$ cat config.mk
export PLATFORM = sky130hd
export DESIGN_NAME = ad7606_emulator
export DESIGN_NICKNAME = d
export VERILOG_FILES = /design/src/rtl/ad7606_emulator.sv
export SDC_FILE = /design/constraint.sdc
export NUM_CORES = 1
export LEC_CHECK = 0
export ABC_AREA = 1
export CAP_MARGIN = 25
export CORE_UTILIZATION = 50
export CTS_BUF_LIST = sky130_fd_sc_hd__clkbuf_16
export DETAILED_ROUTE_END_ITERATION = 6
export PLACE_DENSITY = 0.72
export SYNTH_ARGS = -nofsm -noshare
export SYNTH_HDL_FRONTEND = slang
export SYNTH_SLANG_ARGS = --single-unit
$ cat constraint.sdc
create_clock -name clk -period 3 [get_ports clk]
set_clock_uncertainty 0.15 [all_clocks]
set_input_delay 0.6 -clock clk [delete_from_list [all_inputs] [get_ports clk]]
set_output_delay 0.6 -clock clk [all_outputs]
set_load 0.005 [all_outputs]
$ cat src/rtl/ad7606_emulator.sv
// Device-side model of the AD7606 parallel interface: CONVST/BUSY conversion timing
// followed by CS_N/RD_N readout of the last completed conversion on DB.
module ad7606_emulator #(
    parameter int unsigned NUM_CH      = 8,
    parameter int unsigned DATA_W      = 16,
    parameter int unsigned CONV_CYCLES = 200
) (
    input  logic                     clk,
    input  logic                     rst_n,
    input  logic                     reset_dev,
    input  logic                     convst,
    input  logic                     cs_n,
    input  logic                     rd_n,
    input  logic [NUM_CH*DATA_W-1:0] ch_data,
    output logic                     busy,
    output logic                     frstdata,
    output logic [DATA_W-1:0]        db,
    output logic                     db_oe
);
    localparam int unsigned CNT_W = (CONV_CYCLES > 1) ? $clog2(CONV_CYCLES) : 1;
    localparam int unsigned PTR_W = (NUM_CH > 1) ? $clog2(NUM_CH) : 1;
    localparam logic [CNT_W-1:0] CNT_LAST = CNT_W'(CONV_CYCLES - 1);
    localparam logic [PTR_W-1:0] PTR_LAST = PTR_W'(NUM_CH - 1);

    typedef enum logic {
        S_IDLE = 1'b0,
        S_CONV = 1'b1
    } state_t;

    state_t                         state_q, state_d;
    logic [CNT_W-1:0]               cnt_q, cnt_d;
    logic [NUM_CH-1:0][DATA_W-1:0]  snapshot_q, snapshot_d;
    logic [NUM_CH-1:0][DATA_W-1:0]  results_q, results_d;
    logic [PTR_W-1:0]               rd_ptr_q, rd_ptr_d;
    logic                           busy_q, busy_d;
    logic                           frstdata_q, frstdata_d;
    logic [DATA_W-1:0]              db_q, db_d;
    logic                           db_oe_q, db_oe_d;
    logic                           strb_q, strb_d;
    logic                           convst_q, convst_d;

    logic strb;
    logic strb_fall;
    logic strb_rise;
    logic conv_start;
    logic conv_done;

    // strb high means the controller is strobing (CS_N and RD_N both low)
    assign strb       = ~cs_n & ~rd_n;
    assign strb_fall  = strb & ~strb_q;
    assign strb_rise  = ~strb & strb_q;
    assign conv_start = (state_q == S_IDLE) & convst & ~convst_q & ~reset_dev;
    assign conv_done  = (state_q == S_CONV) & (cnt_q == CNT_LAST) & ~reset_dev;

    // State register
    always_ff @(posedge clk or negedge rst_n) begin
        if (!rst_n) begin
            state_q <= S_IDLE;
        end else begin
            state_q <= state_d;
        end
    end

    // Next-state logic
    always_comb begin
        state_d = state_q;
        case (state_q)
            S_IDLE: if (conv_start) state_d = S_CONV;
            S_CONV: if (conv_done)  state_d = S_IDLE;
        endcase
        if (reset_dev) state_d = S_IDLE;
    end

    // Datapath / output next values; later assignments take priority
    always_comb begin
        cnt_d      = cnt_q;
        snapshot_d = snapshot_q;
        results_d  = results_q;
        rd_ptr_d   = rd_ptr_q;
        busy_d     = busy_q;
        frstdata_d = frstdata_q;
        db_d       = db_q;
        db_oe_d    = strb;
        strb_d     = strb;
        convst_d   = convst;

        if (conv_start) begin
            snapshot_d = ch_data;
            cnt_d      = '0;
            busy_d     = 1'b1;
        end else if (state_q == S_CONV) begin
            cnt_d = conv_done ? '0 : cnt_q + CNT_W'(1);
        end

        if (strb_fall) begin
            db_d       = results_q[rd_ptr_q];
            frstdata_d = (rd_ptr_q == '0);
        end

        if (strb_rise) begin
            frstdata_d = 1'b0;
            rd_ptr_d   = (rd_ptr_q == PTR_LAST) ? '0 : rd_ptr_q + PTR_W'(1);
        end

        // Completion rewinds the read pointer even if a strobe just ended
        if (conv_done) begin
            results_d = snapshot_q;
            rd_ptr_d  = '0;
            busy_d    = 1'b0;
        end

        if (reset_dev) begin
            busy_d     = 1'b0;
            results_d  = '0;
            rd_ptr_d   = '0;
            frstdata_d = 1'b0;
            cnt_d      = '0;
        end
    end

    // Datapath registers
    always_ff @(posedge clk or negedge rst_n) begin
        if (!rst_n) begin
            cnt_q      <= '0;
            snapshot_q <= '0;
            results_q  <= '0;
            rd_ptr_q   <= '0;
            busy_q     <= 1'b0;
            frstdata_q <= 1'b0;
            db_q       <= '0;
            db_oe_q    <= 1'b0;
            strb_q     <= 1'b0;
            convst_q   <= 1'b0;
        end else begin
            cnt_q      <= cnt_d;
            snapshot_q <= snapshot_d;
            results_q  <= results_d;
            rd_ptr_q   <= rd_ptr_d;
            busy_q     <= busy_d;
            frstdata_q <= frstdata_d;
            db_q       <= db_d;
            db_oe_q    <= db_oe_d;
            strb_q     <= strb_d;
            convst_q   <= convst_d;
        end
    end

    assign busy     = busy_q;
    assign frstdata = frstdata_q;
    assign db       = db_q;
    assign db_oe    = db_oe_q;

endmodule
==> flow_metrics.py, run 1 <==
metrics = {
    "cells_and_area": {
        "drive_gt1_share_pct": 16.2,
        "multi_input_area_um2": 4470,
        "fin_nets": 1773,
        "n_antenna_cell": 0,
        "final-seq-area_um2": 7210,
        "area_delta_synth_final_pct": 19.2,
        "n_fill_cell": 2266,
        "final_common_cell": "nand2_1",
        "layout_common_cells": "nand2_1 (351), dfrtp_1 (287), inv_1 (280)",
    },
    "grt": {
        "grt_pass1_vias": 9857,
        "overflow": 0,
        "antenna_found_initial": 0,
        "grt_max_degree": 129,
        "grt_pass1_wl_um": 51800,
        "grt_usage_pct": 24.4,
    },
    "min_path": {
        "holdPathStages": 2,
        "hold_class": "flip-flop to flip-flop",
        "whs_endpoint": "results_q[117]$_DFFE_PN0N_",
        "hp-start": "snapshot_q[117]$_DFFE_PN0P_",
    },
    "run_status": {
        "status": "finished clean",
    },
    "sta": {
        "relSlewSlack_pct": 47.3,
        "finalSetupViolCount": 0,
        "grt_setup_unrepaired": "no",
        "timing.final.crit_share_pct": 76.2,
        "setup_tns_ns": 0,
        "hold_viol": 0,
        "fin_crit_ns": 2.29,
        "hold_ws_ns": 0.336,
        "worstMarginPinSlew_ns": 0.791,
        "drv_slew": 0,
        "fmax_mhz": 437,
    },
    "worst_setup_path": {
        "cp_top_family": "buffers and inverters",
        "rr_startpoint": "cnt_q[0]$_DFFE_PN0P_",
        "path_cells": "clkdlybuf4s50_1",
        "ff2ff_path_depth": 8,
        "worstReg2RegEnd": "results_q[98]$_DFFE_PN0N_",
        "crit_fanout": 2,
        "crit_path_end_kind": "output port",
        "max_stage_delay_ns": 0.55,
        "crit_type": "flip-flop to output port",
        "cp_data_arrival_time_ns": 1.54,
        "start_kind": "flip-flop",
        "crit_slowest_cell": "clkdlybuf4s50_1",
        "cp_data_required_time_ns": 2.25,
        "rrSetupSlack_ns": 1.01,
        "cp.depth": 1,
        "cp_num_buf_inv": 1,
    },
    "logic_synthesis": {
        "ys_types": 26,
        "ys_warn_count": 0,
        "async_reset_ff_share_pct": 100,
        "ys.flop_type": "dfrtp_1",
        "syn-num-nets": 1650,
        "synth_area_um2": 13300,
        "ys_seq_area_share_pct": 54.1,
        "syn-mean-instance-area_um2": 8.80,
        "postSynthCellCount": 1512,
        "ys_ff_latch": 288,
        "synth_edf_count": 0,
    },
    "cts": {
        "insertion_delay_ns": 0.56,
        "htreeDepth": 1,
        "cts_setup_buffers": 0,
        "cts_resized": 0,
        "clockBufferDepth": 3,
        "cts_sinks": 288,
        "cts_tree": "built",
        "ctsRootBufferMaster": "clkbuf_16",
        "clk_pin_slew_worst_paths_ns": 0.06,
        "cts_made_buffers": 31,
    },
    "power_and_ir_drop": {
        "p_leak_nw": 7.86,
        "power_density_nw_per_um2": 556,
        "vdd_drop_max_mv": 0.432,
    },
    "detailed_routing": {
        "wire_per_inst_um": 15.9,
        "drcViolationCount": 0,
        "drtIter0Drc": 750,
        "dr.pass1.iters": 5,
        "wirelength_um": 31800,
        "via_per_inst": 5.06,
        "antenna_left": 0,
        "via_count": 10100,
    },
    "floorplanning": {
        "die-area_um2": 27300,
        "io_pins": 153,
        "placeableCoreArea_um2": 26100,
        "fp-row-count": 59,
        "die_x_um": 165,
        "die_h_um": 165,
        "initial_core_util_pct": 51.1,
    },
    "placed_design": {
        "dp_hpwl_um": 21300,
        "port_buffers": 152,
        "place_congestion": 0.871,
    },
    "run": {
        "drv_cap": 0,
    },
}
==> logic make-up after synthesis <==
family | synth area share [%]
AND/OR/NAND/NOR | 20.2
AO/OA/AOI/OAI | 12.8
buffers and inverters | 12.4
flip-flops | 54.1
adder cells (fa/ha/maj) | 0.376
==> cell usage after synthesis (3+ instances only) <==
master / n / area (µm²)
nand2_1: 351 / 1320
dfrtp_1: 288 / 7210
inv_1: 270 / 1010
nand3_1: 121 / 606
o21ai_0: 105 / 526
nand2_2: 102 / 638
o21ai_2: 100 / 876
o21ai_1: 54 / 270
buf_2: 47 / 235
nor2_1: 15 / 56.3
buf_12: 11 / 220
clkbuf_1: 11 / 41.3
buf_6: 9 / 101
a21oi_1: 6 / 30.0
ha_1: 4 / 50.1
inv_2: 3 / 11.3
nand4_1: 3 / 18.8
==> area by class of cell <==
class | instances | area share (%)
Sequential cell | 288 | 45.4
Multi-Input combinational cell | 867 | 28.2
Inverter | 275 | 6.50
Clock buffer | 31 | 4.89
Timing Repair Buffer | 172 | 11.5
Tap cell | 335 | 2.64
Clock inverter | 24 | 0.843
==> report_power, final <==
group	switching (W)	leakage, nW	internal (W)
Sequential	0.000272	3.82	0.00422
Combinational	0.000484	3.55	0.000403
Clock	0.00150	0.490	0.00194
Total	0.00226	7.86	0.00657
==> worst max path at each step <==
stage | slack, ns | startpoint | end
5_1_grt | 0.68 | db[5]$_DFFE_PN0P_ | db[5]
2_1_floorplan | 1.39 | cs_n | db[10]$_DFFE_PN0P_
4_1_cts | 0.71 | db[5]$_DFFE_PN0P_ | db[5]
3_5_place_dp | 0.57 | reset_dev | snapshot_q[106]$_DFFE_PN0P_
3_3_place_gp | 0.62 | reset_dev | results_q[53]$_DFFE_PN0N_
6_report | 0.71 | db[5]$_DFFE_PN0P_ | db[5]
==> layer usage <==
layer	vias to the layer above	GRT usage, %	part of all wire [%]
met4	0	7.80	3.2
met2	288	36.8	45
li1	4901	-	-
met1	4832	36.0	46
met3	56	3.65	5.7
met5	-	0	0
==> flip-flops by register name, summed over array words and instances, names as in the netlist <==
register and cells:
rd_ptr_q 3, cnt_q 8, busy 1, convst_q 1
strb_q 1, db 16, frstdata 1, snapshot_q 128
results_q 128, state_q 1
==> stage by stage <==
step,setup slack [ns],std cells,instance area [µm²],utilization (%),power (W)
final,0.713,1992,15900,60.9,0.00883
after global routing,0.678,1992,15900,60.9,0.00921
after CTS,0.709,1992,15900,60.9,0.00890
after detailed placement,0.574,1936,15000,57.4,0.00545
after global placement,0.617,1936,15000,57.4,0.00541
after floorplan,1.39,1512,13300,-,0.00492
==> what timing repair did <==
action                                  in CTS  in global routing
hold buffers                                 1                  0
endpoints found under the hold margin       39                  0
endpoints found under the setup margin       0                  0
(Power assumes the default switching activity.)
==> inputs of run 2 (changes only) <==
- PLACE_DENSITY: 0.72 -> 0.75
- clock period: 3 -> 1.8 ns (I/O delays scaled with it)
==> run 2 against run 1 <==
Against the previous run: via count up 3.6%; count of clock-buffer cells in the layout is the same; wire length grew 3.7%; non-clock buffer count increased by 80; first-iteration DRC count is 3.9% higher; global-route usage rose by 0.39 points; die area did not move; highest routed layer unchanged.
==> flow_metrics.py, run 2 (same netlist as run 1, synthesis figures left out) <==
metrics = {
    "run": {
        "drv_cap": 0,
    },
    "grt": {
        "antenna_found_initial": 0,
        "grt_max_degree": 91,
        "grt_pass1_wl_um": 52600,
        "grt_pass1_vias": 10400,
        "grt_usage_pct": 24.7,
        "overflow": 0,
    },
    "cells_and_area": {
        "n_fill_cell": 2099,
        "final_core_util_pct": 64.2,
        "n_antenna_cell": 0,
        "post-route-cell-area_um2": 16700,
        "layout_common_cells": "nand2_1 (351), dfrtp_1 (287), inv_1 (273)",
        "drive_gt1_share_pct": 20.4,
        "stdcell_count": 2073,
        "fin_nets": 1853,
        "final_common_cell": "nand2_1",
        "area_delta_synth_final_pct": 25.7,
    },
    "floorplanning": {
        "die_h_um": 165,
        "io_pins": 153,
        "die_x_um": 165,
        "placeableCoreArea_um2": 26100,
        "fp-row-count": 59,
        "die-area_um2": 27300,
        "initial_core_util_pct": 51.1,
    },
    "power_and_ir_drop": {
        "p_comb_share_pct": 10.3,
        "power_frac_seq_pct": 49.5,
        "vdd_drop_max_mv": 0.795,
        "internal_power_w": 0.0113,
        "p_total_w": 0.0152,
        "power.share.clock_pct": 40.2,
        "switching_share_pct": 25.5,
        "p_leak_nw": 8.40,
        "power_density_nw_per_um2": 906,
        "power.switching_w": 0.00387,
    },
    "worst_setup_path": {
        "start_kind": "flip-flop",
        "path_cells": "dlygate4sd2_1",
        "max_stage_delay_ns": 0.42,
        "crit_path_end_kind": "output port",
        "cp_top_family": "flip-flops",
        "cp_data_arrival_time_ns": 1.26,
        "crit_type": "flip-flop to output port",
        "crit_slowest_cell": "dfrtp_1",
        "crit_fanout": 2,
        "cp_data_required_time_ns": 1.29,
        "cp_num_buf_inv": 1,
    },
    "detailed_routing": {
        "wirelength_um": 32900,
        "via_per_inst": 5.04,
        "drtIter0Drc": 779,
        "dr.pass1.iters": 6,
        "wire_per_inst_um": 15.9,
        "drcViolationCount": 0,
        "antenna_left": 0,
        "via_count": 10400,
    },
    "cts": {
        "clk_pin_slew_worst_paths_ns": 0.06,
        "htreeDepth": 1,
        "insertion_delay_ns": 0.56,
        "cts_tree": "built",
        "clockBufferDepth": 3,
        "cts_made_buffers": 31,
        "cts_sinks": 288,
        "ctsRootBufferMaster": "clkbuf_16",
    },
    "sta": {
        "worstMarginPinSlew_ns": 0.325,
        "hold_ws_ns": 0.115,
        "timing.final.crit_share_pct": 98.4,
        "finalSetupViolCount": 0,
        "drv_slew": 0,
        "fmax_mhz": 564,
        "hold_viol": 0,
        "relSlewSlack_pct": 78.2,
        "fin_crit_ns": 1.77,
    },
    "placed_design": {
        "place_congestion": 0.864,
        "port_buffers": 152,
        "dpl.cell_count": 1988,
        "dp_hpwl_um": 22800,
        "dpl_cell_area_um2": 15500,
    },
    "run_status": {
        "status": "finished clean",
    },
    "min_path": {
        "hold_class": "primary input to asynchronous set/reset pin",
    },
}
==> run 2: changes by cell type in the layout (fill, tap and decap cells not counted), moves of 2 or more <==
cell	delta
dlygate4sd2_1	+17
clkdlybuf4s15_1	+2
clkinv_1	+4
buf_4	+64
bufinv_16	+2
inv_1	-7
clkdlybuf4s50_1	-19
buf_12	+11
clkbuf_16	+3
==> run 2: routing by layer <==
| metal | global-route usage (%) | vias up | share of wire [%] |
|---|---|---|---|
| li1 | - | 5067 | - |
| met1 | 34.7 | 5016 | 45 |
| met2 | 39.7 | 302 | 47 |
| met3 | 3.90 | 57 | 6.0 |
| met4 | 7.17 | 0 | 2.7 |
| met5 | 0 | - | 0 |
==> run 2: repair_timing <==
item                       CTS  global route
cloned                       0             3
hold buffers                 1             0
buffers inserted            15            10
gates resized for setup     20             9
pin swaps                    0             4
hold endpoints to repair   288             0
setup endpoints to repair   26            61
==> run 2: power by group through the flow <==
stage          clock network (W)  logic, W  registers (W)
3_3_place_gp                   0   0.00150        0.00759
6_report                 0.00610   0.00157        0.00751
2_1_floorplan                  0  0.000757        0.00744
5_1_grt                  0.00646   0.00178        0.00756
3_5_place_dp                   0   0.00155        0.00760
4_1_cts                  0.00617   0.00157        0.00749
==> run 2: final cells by class <==
class / count / area (µm²) / area share (%)
sequential: 288 / 7210 / 43.1
timing repair buffer: 252 / 2620 / 15.7
clock inverter: 25 / 193 / 1.15
tap: 335 / 419 / 2.50
multi-input combinational: 867 / 4490 / 26.8
clock buffer: 31 / 776 / 4.63
inverter: 275 / 1030 / 6.17
==> run 2: per-stage QoR <==
step	TNS, ns	setup WS, ns
floorplan	0	0.207
detailed placement	-17.43	-0.205
global placement	-10.85	-0.117
finish	0	0.0282
global route	-0.470	-0.0261
CTS	0	0.00401
==> run 2: final timing paths <==
kind,slack [ns],to,cells past startpoint,startpoint
worst max register to register,0.03,results_q[106]$_DFFE_PN0N_,10,cnt_q[1]$_DFFE_PN0P_
min in group clk,0.14,convst_q$_DFF_PN0_,1,convst
worst min-delay path,0.11,snapshot_q[74]$_DFFE_PN0P_,2,rst_n
worst max-delay path,0.03,db[6],1,db[6]$_DFFE_PN0P_
max in group asynchronous,0.74,snapshot_q[83]$_DFFE_PN0P_,3,rst_n
worst min register to register,0.34,snapshot_q[13]$_DFFE_PN0P_,2,snapshot_q[13]$_DFFE_PN0P_
==> inputs of run 3 (changes only) <==
- DONT_BUFFER_PORTS: unset -> 1
- PLACE_DENSITY: 0.75 -> 0.68
- SLEW_MARGIN: unset -> 10
==> run 3 against run 2 <==
Against the previous run: the flow now finishes with violations (negative hold slack); register-to-register slack barely moved; combinational power is 21% lower; first-iteration DRC count is the same; clock power fell by 0.7%; maximum frequency is 0.25% higher; die area unchanged; critical path depth is 8 higher; total power down 2.0%; global-route usage is 0.59 points lower; largest power group unchanged; highest routed layer unchanged.
==> flow_metrics.py, run 3 (same netlist as run 1, synthesis figures left out) <==
metrics = {
    "floorplanning": {
        "io_pins": 153,
        "initial_core_util_pct": 51.1,
        "fp-row-count": 59,
        "die-area_um2": 27300,
        "placeableCoreArea_um2": 26100,
        "die_x_um": 165,
        "die_h_um": 165,
    },
    "cells_and_area": {
        "drive_gt1_share_pct": 18.7,
        "layout_common_cells": "nand2_1 (349), dfrtp_1 (287), inv_1 (277)",
        "final_common_cell": "nand2_1",
        "post-route-cell-area_um2": 16200,
        "n_antenna_cell": 0,
        "fin_nets": 1790,
        "area_delta_synth_final_pct": 21.7,
    },
    "worst_setup_path": {
        "worstSetupEndpoint": "results_q[27]$_DFFE_PN0N_",
        "cp_data_arrival_time_ns": 2.09,
        "crit_path_end_kind": "flip-flop",
        "startpoint": "cnt_q[4]$_DFFE_PN0P_",
        "ff2ff_path_depth": 9,
        "crit_type": "flip-flop to flip-flop",
        "cp_data_required_time_ns": 2.12,
        "rrSetupSlack_ns": 0.03,
        "rr_startpoint": "cnt_q[4]$_DFFE_PN0P_",
        "start_kind": "flip-flop",
        "worstReg2RegEnd": "results_q[27]$_DFFE_PN0N_",
        "crit_fanout": 7,
    },
    "cts": {
        "ctsRootBufferMaster": "clkbuf_16",
        "cts_tree": "built",
        "clockBufferDepth": 3,
        "cts_hold_buf": 134,
        "htreeDepth": 1,
        "cts_sinks": 288,
        "cts_made_buffers": 31,
        "clk_pin_slew_worst_paths_ns": 0.06,
        "insertion_delay_ns": 0.55,
    },
    "grt": {
        "overflow": 0,
        "grt_pass1_wl_um": 50900,
        "grt_max_degree": 289,
        "grt_pass1_vias": 9701,
        "grt_usage_pct": 24.2,
        "antenna_found_initial": 0,
    },
    "detailed_routing": {
        "drtIter0Drc": 779,
        "wirelength_um": 33400,
        "antenna_left": 0,
        "drcViolationCount": 0,
        "met1_length_um": 14800,
        "wl_met3_um": 1990,
        "wl_met2_um": 15800,
        "dr.pass1.iters": 5,
        "via_per_inst": 5.07,
        "via_count": 10200,
        "wire_per_inst_um": 16.6,
        "top_layer": "met4",
    },
    "sta": {
        "timing.final.crit_share_pct": 98.2,
        "finalSetupViolCount": 0,
        "fmax_mhz": 566,
        "hold_ws_ns": -0.637,
        "hold_viol": 288,
        "worstMarginPinSlew_ns": 0.371,
        "drv_slew": 0,
        "relSlewSlack_pct": 75.2,
        "fin_crit_ns": 1.77,
    },
    "power_and_ir_drop": {
        "power.share.clock_pct": 40.8,
        "power.switching_w": 0.00374,
        "p_leak_nw": 8.09,
        "power_density_nw_per_um2": 918,
        "switching_share_pct": 25.1,
        "vdd_drop_max_mv": 0.901,
        "power_frac_seq_pct": 50.9,
        "p_comb_share_pct": 8.3,
        "internal_power_w": 0.0111,
    },
    "run": {
        "drv_cap": 0,
    },
    "placed_design": {
        "dpl_cell_area_um2": 13600,
        "place_congestion": 0.850,
        "dp_hpwl_um": 21200,
        "port_buffers": 0,
    },
    "run_status": {
        "violations": "negative hold slack",
        "status": "finished, violations left",
    },
    "min_path": {
        "hold_class": "primary input to asynchronous set/reset pin",
    },
}
## run 3: per-stage QoR
stage / util [%] / worst slack, ns / TNS, ns / total power (W) / instances
after global placement: 52.4 / 0.103 / 0 / 0.00862 / 1805
final: 62.2 / 0.0327 / 0 / 0.0149 / 2011
after detailed placement: 52.4 / 0.0137 / 0 / 0.00865 / 1805
after CTS: 61.2 / 0.0000306 / 0 / 0.0150 / 1996
after global routing: 62.2 / -0.0647 / -2.88 / 0.0155 / 2011
after floorplan: - / 0.207 / 0 / 0.00820 / 1512
## run 3: worst min-delay path by stage
stage	to	slack, ns	depth (start not counted)
floorplan	busy$_DFFE_PN0P_	-0.09	0
global placement	snapshot_q[76]$_DFFE_PN0P_	-0.07	0
detailed placement	snapshot_q[75]$_DFFE_PN0P_	-0.07	0
CTS	snapshot_q[75]$_DFFE_PN0P_	-0.65	0
global route	snapshot_q[76]$_DFFE_PN0P_	-0.65	0
finish	snapshot_q[76]$_DFFE_PN0P_	-0.64	0
## run 3: power groups by stage
stage	Combinational, W	Clock [W]	Sequential (W)
after floorplan	0.000757	0	0.00744
after global placement	0.000955	0	0.00766
after detailed placement	0.000991	0	0.00766
after CTS	0.00123	0.00617	0.00756
after global routing	0.00141	0.00643	0.00761
final	0.00124	0.00606	0.00756
## run 3: cell type report
class | count | area [µm²]
Multi-Input combinational cell | 867 | 4500
Timing Repair Buffer | 189 | 2080
Fill cell | 2153 | 9860
Inverter | 275 | 1030
Clock inverter | 26 | 191
Clock buffer | 31 | 776
Sequential cell | 288 | 7210
Tap cell | 335 | 419
## run 3: worst max-delay path: stages, from the launching register on
cell and delay (ns):
dfrtp_1 0.38, inv_1 0.07, nand2_1 0.05, nor2_1 0.20
nand2_4 0.14, nor2_8 0.22, buf_12 0.18, clkbuf_16 0.17
nand2_1 0.05, o21ai_1 0.08
## run 3: metal layers
layer  vias up  GRT usage [%]
met5         -              0
met4         0           6.30
met3        48           3.92
met2       306           38.5
met1      4913           34.3
li1       4936              -
## run 3: what timing repair did
item | 4_1_cts | 5_1_grt
pin swaps | 0 | 3
gates cloned | 0 | 7
gates resized for setup | 0 | 10
endpoints found under the setup margin | 1 | 114
setup buffers | 0 | 8
endpoints found under the hold margin | 428 | 288
==> RTL change (settings of run 3) <==
`CONV_CYCLES`: 200 -> 400.
--- a/src/rtl/ad7606_emulator.sv
+++ b/src/rtl/ad7606_emulator.sv
@@ -5,3 +5,3 @@
     parameter int unsigned DATA_W      = 16,
-    parameter int unsigned CONV_CYCLES = 200
+    parameter int unsigned CONV_CYCLES = 400
 ) (
Check against the original RTL: no difference found for any inputs over 10 cycles, from zero or initial values and one cycle with rst_n low; that may be too few to reach the edited logic, so the function may still have changed.
==> RTL change against run 3 <==
  * The run ends with design-rule violations, negative hold slack, negative setup slack left
  * Hold slack better by 0.010 ns
  * Fmax shrank 5.5%
  * Area after synthesis fell by 1.2%
  * Power shrank 2.0%
  * Design area is 1.4% higher
  * Utilization increased by 1.2 points
  * Sequential cell count increased by 1
  * Wire length rose by 1.9%
  * Non-clock buffer count increased by 4
  * Worst setup slack got worse by 0.10 ns
  * Critical endpoint is now results_q[86]
  * Largest cell class unchanged
  * Largest power group unchanged
==> RTL change: results (changes against run 3) <==
status finished, violations left (unchanged); failing checks design-rule violations, negative hold slack, negative setup slack (was negative hold slack); synth unique cells 26 (unchanged); crit path max fanout 6 (was 7); Worst-Skew Late Latency 0.55 ns (about the same); synth cell count leaders nand2_1, dfrtp_1, inv_1 (unchanged); fill cell count 2052 (was 2153); sequential element share of the synthesized area 55.0% (was 54.1%); Critical Path Start Type flop (unchanged); WHS -0.627 ns (was -0.637 ns); top-count cell post-synth nand2_1 (unchanged); starting DRC count in detailed routing 811 (was 779); initial antenna violation count 0 (unchanged); gr usage total 24.1% (was 24.2%); Final Hold Vio Count 289 (was 288); DRC 6 (was 0); Root Buffer clkbuf_16 (unchanged); Area after DPL 0.0136 mm² (about the same); diode count 0 (unchanged); Pint 10900 µW (was 11100 µW); largest net degree at the start of global routing 290 (was 289); DRT Pass-1 Iters 7 (was 5); Hold Path Class in -> async (unchanged); post-DP HPWL 20.6 mm (was 21.2 mm); setup ws final -0.0706 ns (was 0.0327 ns); Setup violations, final 49 (was 0); layout cells sized above 1 17.8% (was 18.7%); CP arrival 2.19 ns (was 2.09 ns); largest cells by area after synthesis dfrtp_1, nand2_1, inv_1 (unchanged); main flop type after synthesis dfrtp_1 (unchanged); worst r2r src cnt_q[1] (was cnt_q[4]); global placer's final weighted congestion 0.845 (was 0.850); syn_nets 1656 (was 1650); first-pass GRT wire length 50.5 mm (was 50.9 mm); dpl ws 0.00817 ns (was 0.0137 ns); Reg clk slew, reported paths 0.06 ns (about the same); peak supply drop 0.775 mV (was 0.901 mV); vias in the first global route 9687 (was 9701); Routed Antenna Nets 0 (unchanged); PortBufs 0 (unchanged); Slew headroom 24.8% (was 75.2%); CTS buffer count 30 (was 31); drt via density 5.11 (was 5.07); fin nets 1800 (was 1790); asr flop ratio synth 100% (unchanged); H-tree levels 1 (unchanged); P_leak 0.00828 µW (was 0.00809 µW); CTS Hold Bufs 132 (was 134); maximum clock insertion buffer count 3 (unchanged); wire per inst 16.8 µm (was 16.6 µm)
[RTL change: through the flow]
step | util [%] | cells | TNS (ns)
finish | 63.4 | 2020 | -2.02
detailed placement | 52.3 | 1808 | 0
floorplan | - | 1518 | 0
CTS | 61.0 | 1999 | 0
global route | 63.4 | 2020 | -9.32
global placement | 52.3 | 1808 | 0
[RTL change: final cells by class]
class,instances,area share (%)
Sequential cell,289,44.0
Inverter,277,6.35
Clock inverter,24,0.770
Timing Repair Buffer,193,13.8
Clock buffer,31,4.72
Tap cell,335,2.55
Multi-Input combinational cell,871,27.8
[RTL change: kinds of logic after synthesis]
logic type | Yosys count | share of synthesized area, %
adders and majority gates | 4 | 0.380
xor gates and xnor gates | 1 | 0.0666
AOI/OAI and AO/OA | 265 | 13.0
buffers and inverters | 360 | 12.2
DFF | 289 | 55.0
and+or+nand+nor | 599 | 19.4
[RTL change: path summary, 6_finish.rpt]
check | to | slack, ns | depth (start not counted)
min | snapshot_q[73] | -0.63 | 0
max | results_q[86] | -0.07 | 10
min reg2reg | results_q[47] | 0.33 | 2
max reg2reg | results_q[86] | -0.07 | 10
min in group clk | rd_ptr_q[2] | 0.17 | 4
max in group asynchronous | rd_ptr_q[0] | 1.15 | 0
[RTL change: layer usage]
layer	up-vias	global-route usage, %	wire length, µm
met5	-	0	0
met4	0	8.80	1150
met3	67	3.48	1940
met2	313	37.8	16000
met1	4964	34.0	14900
li1	4972	-	-
[RTL change: power groups by stage]
stage	Combinational [µW]	Sequential [µW]	Clock (µW)
2_1_floorplan	737	7420	0
3_3_place_gp	940	7630	0
3_5_place_dp	977	7620	0
4_1_cts	1210	7510	5790
5_1_grt	1440	7620	6090
6_report	1280	7570	5720
[RTL change: repair_timing]
action                     4_1_cts  5_1_grt
setup buffers                    4       10
setup endpoints to repair        5      130
pin swaps                        0        4
cloned                           0       11
gates resized for setup          0       86
hold endpoints to repair       430      289
[RTL change: critical path: stages, from the launching register on]
cell,delay [ns]
dfrtp_1,0.37
ha_2,0.20
nand2_2,0.08
nor2_4,0.16
nand3_4,0.12
nor2_4,0.19
buf_12,0.15
buf_6,0.12
clkbuf_16,0.16
nand2_4,0.05
o21ai_2,0.05
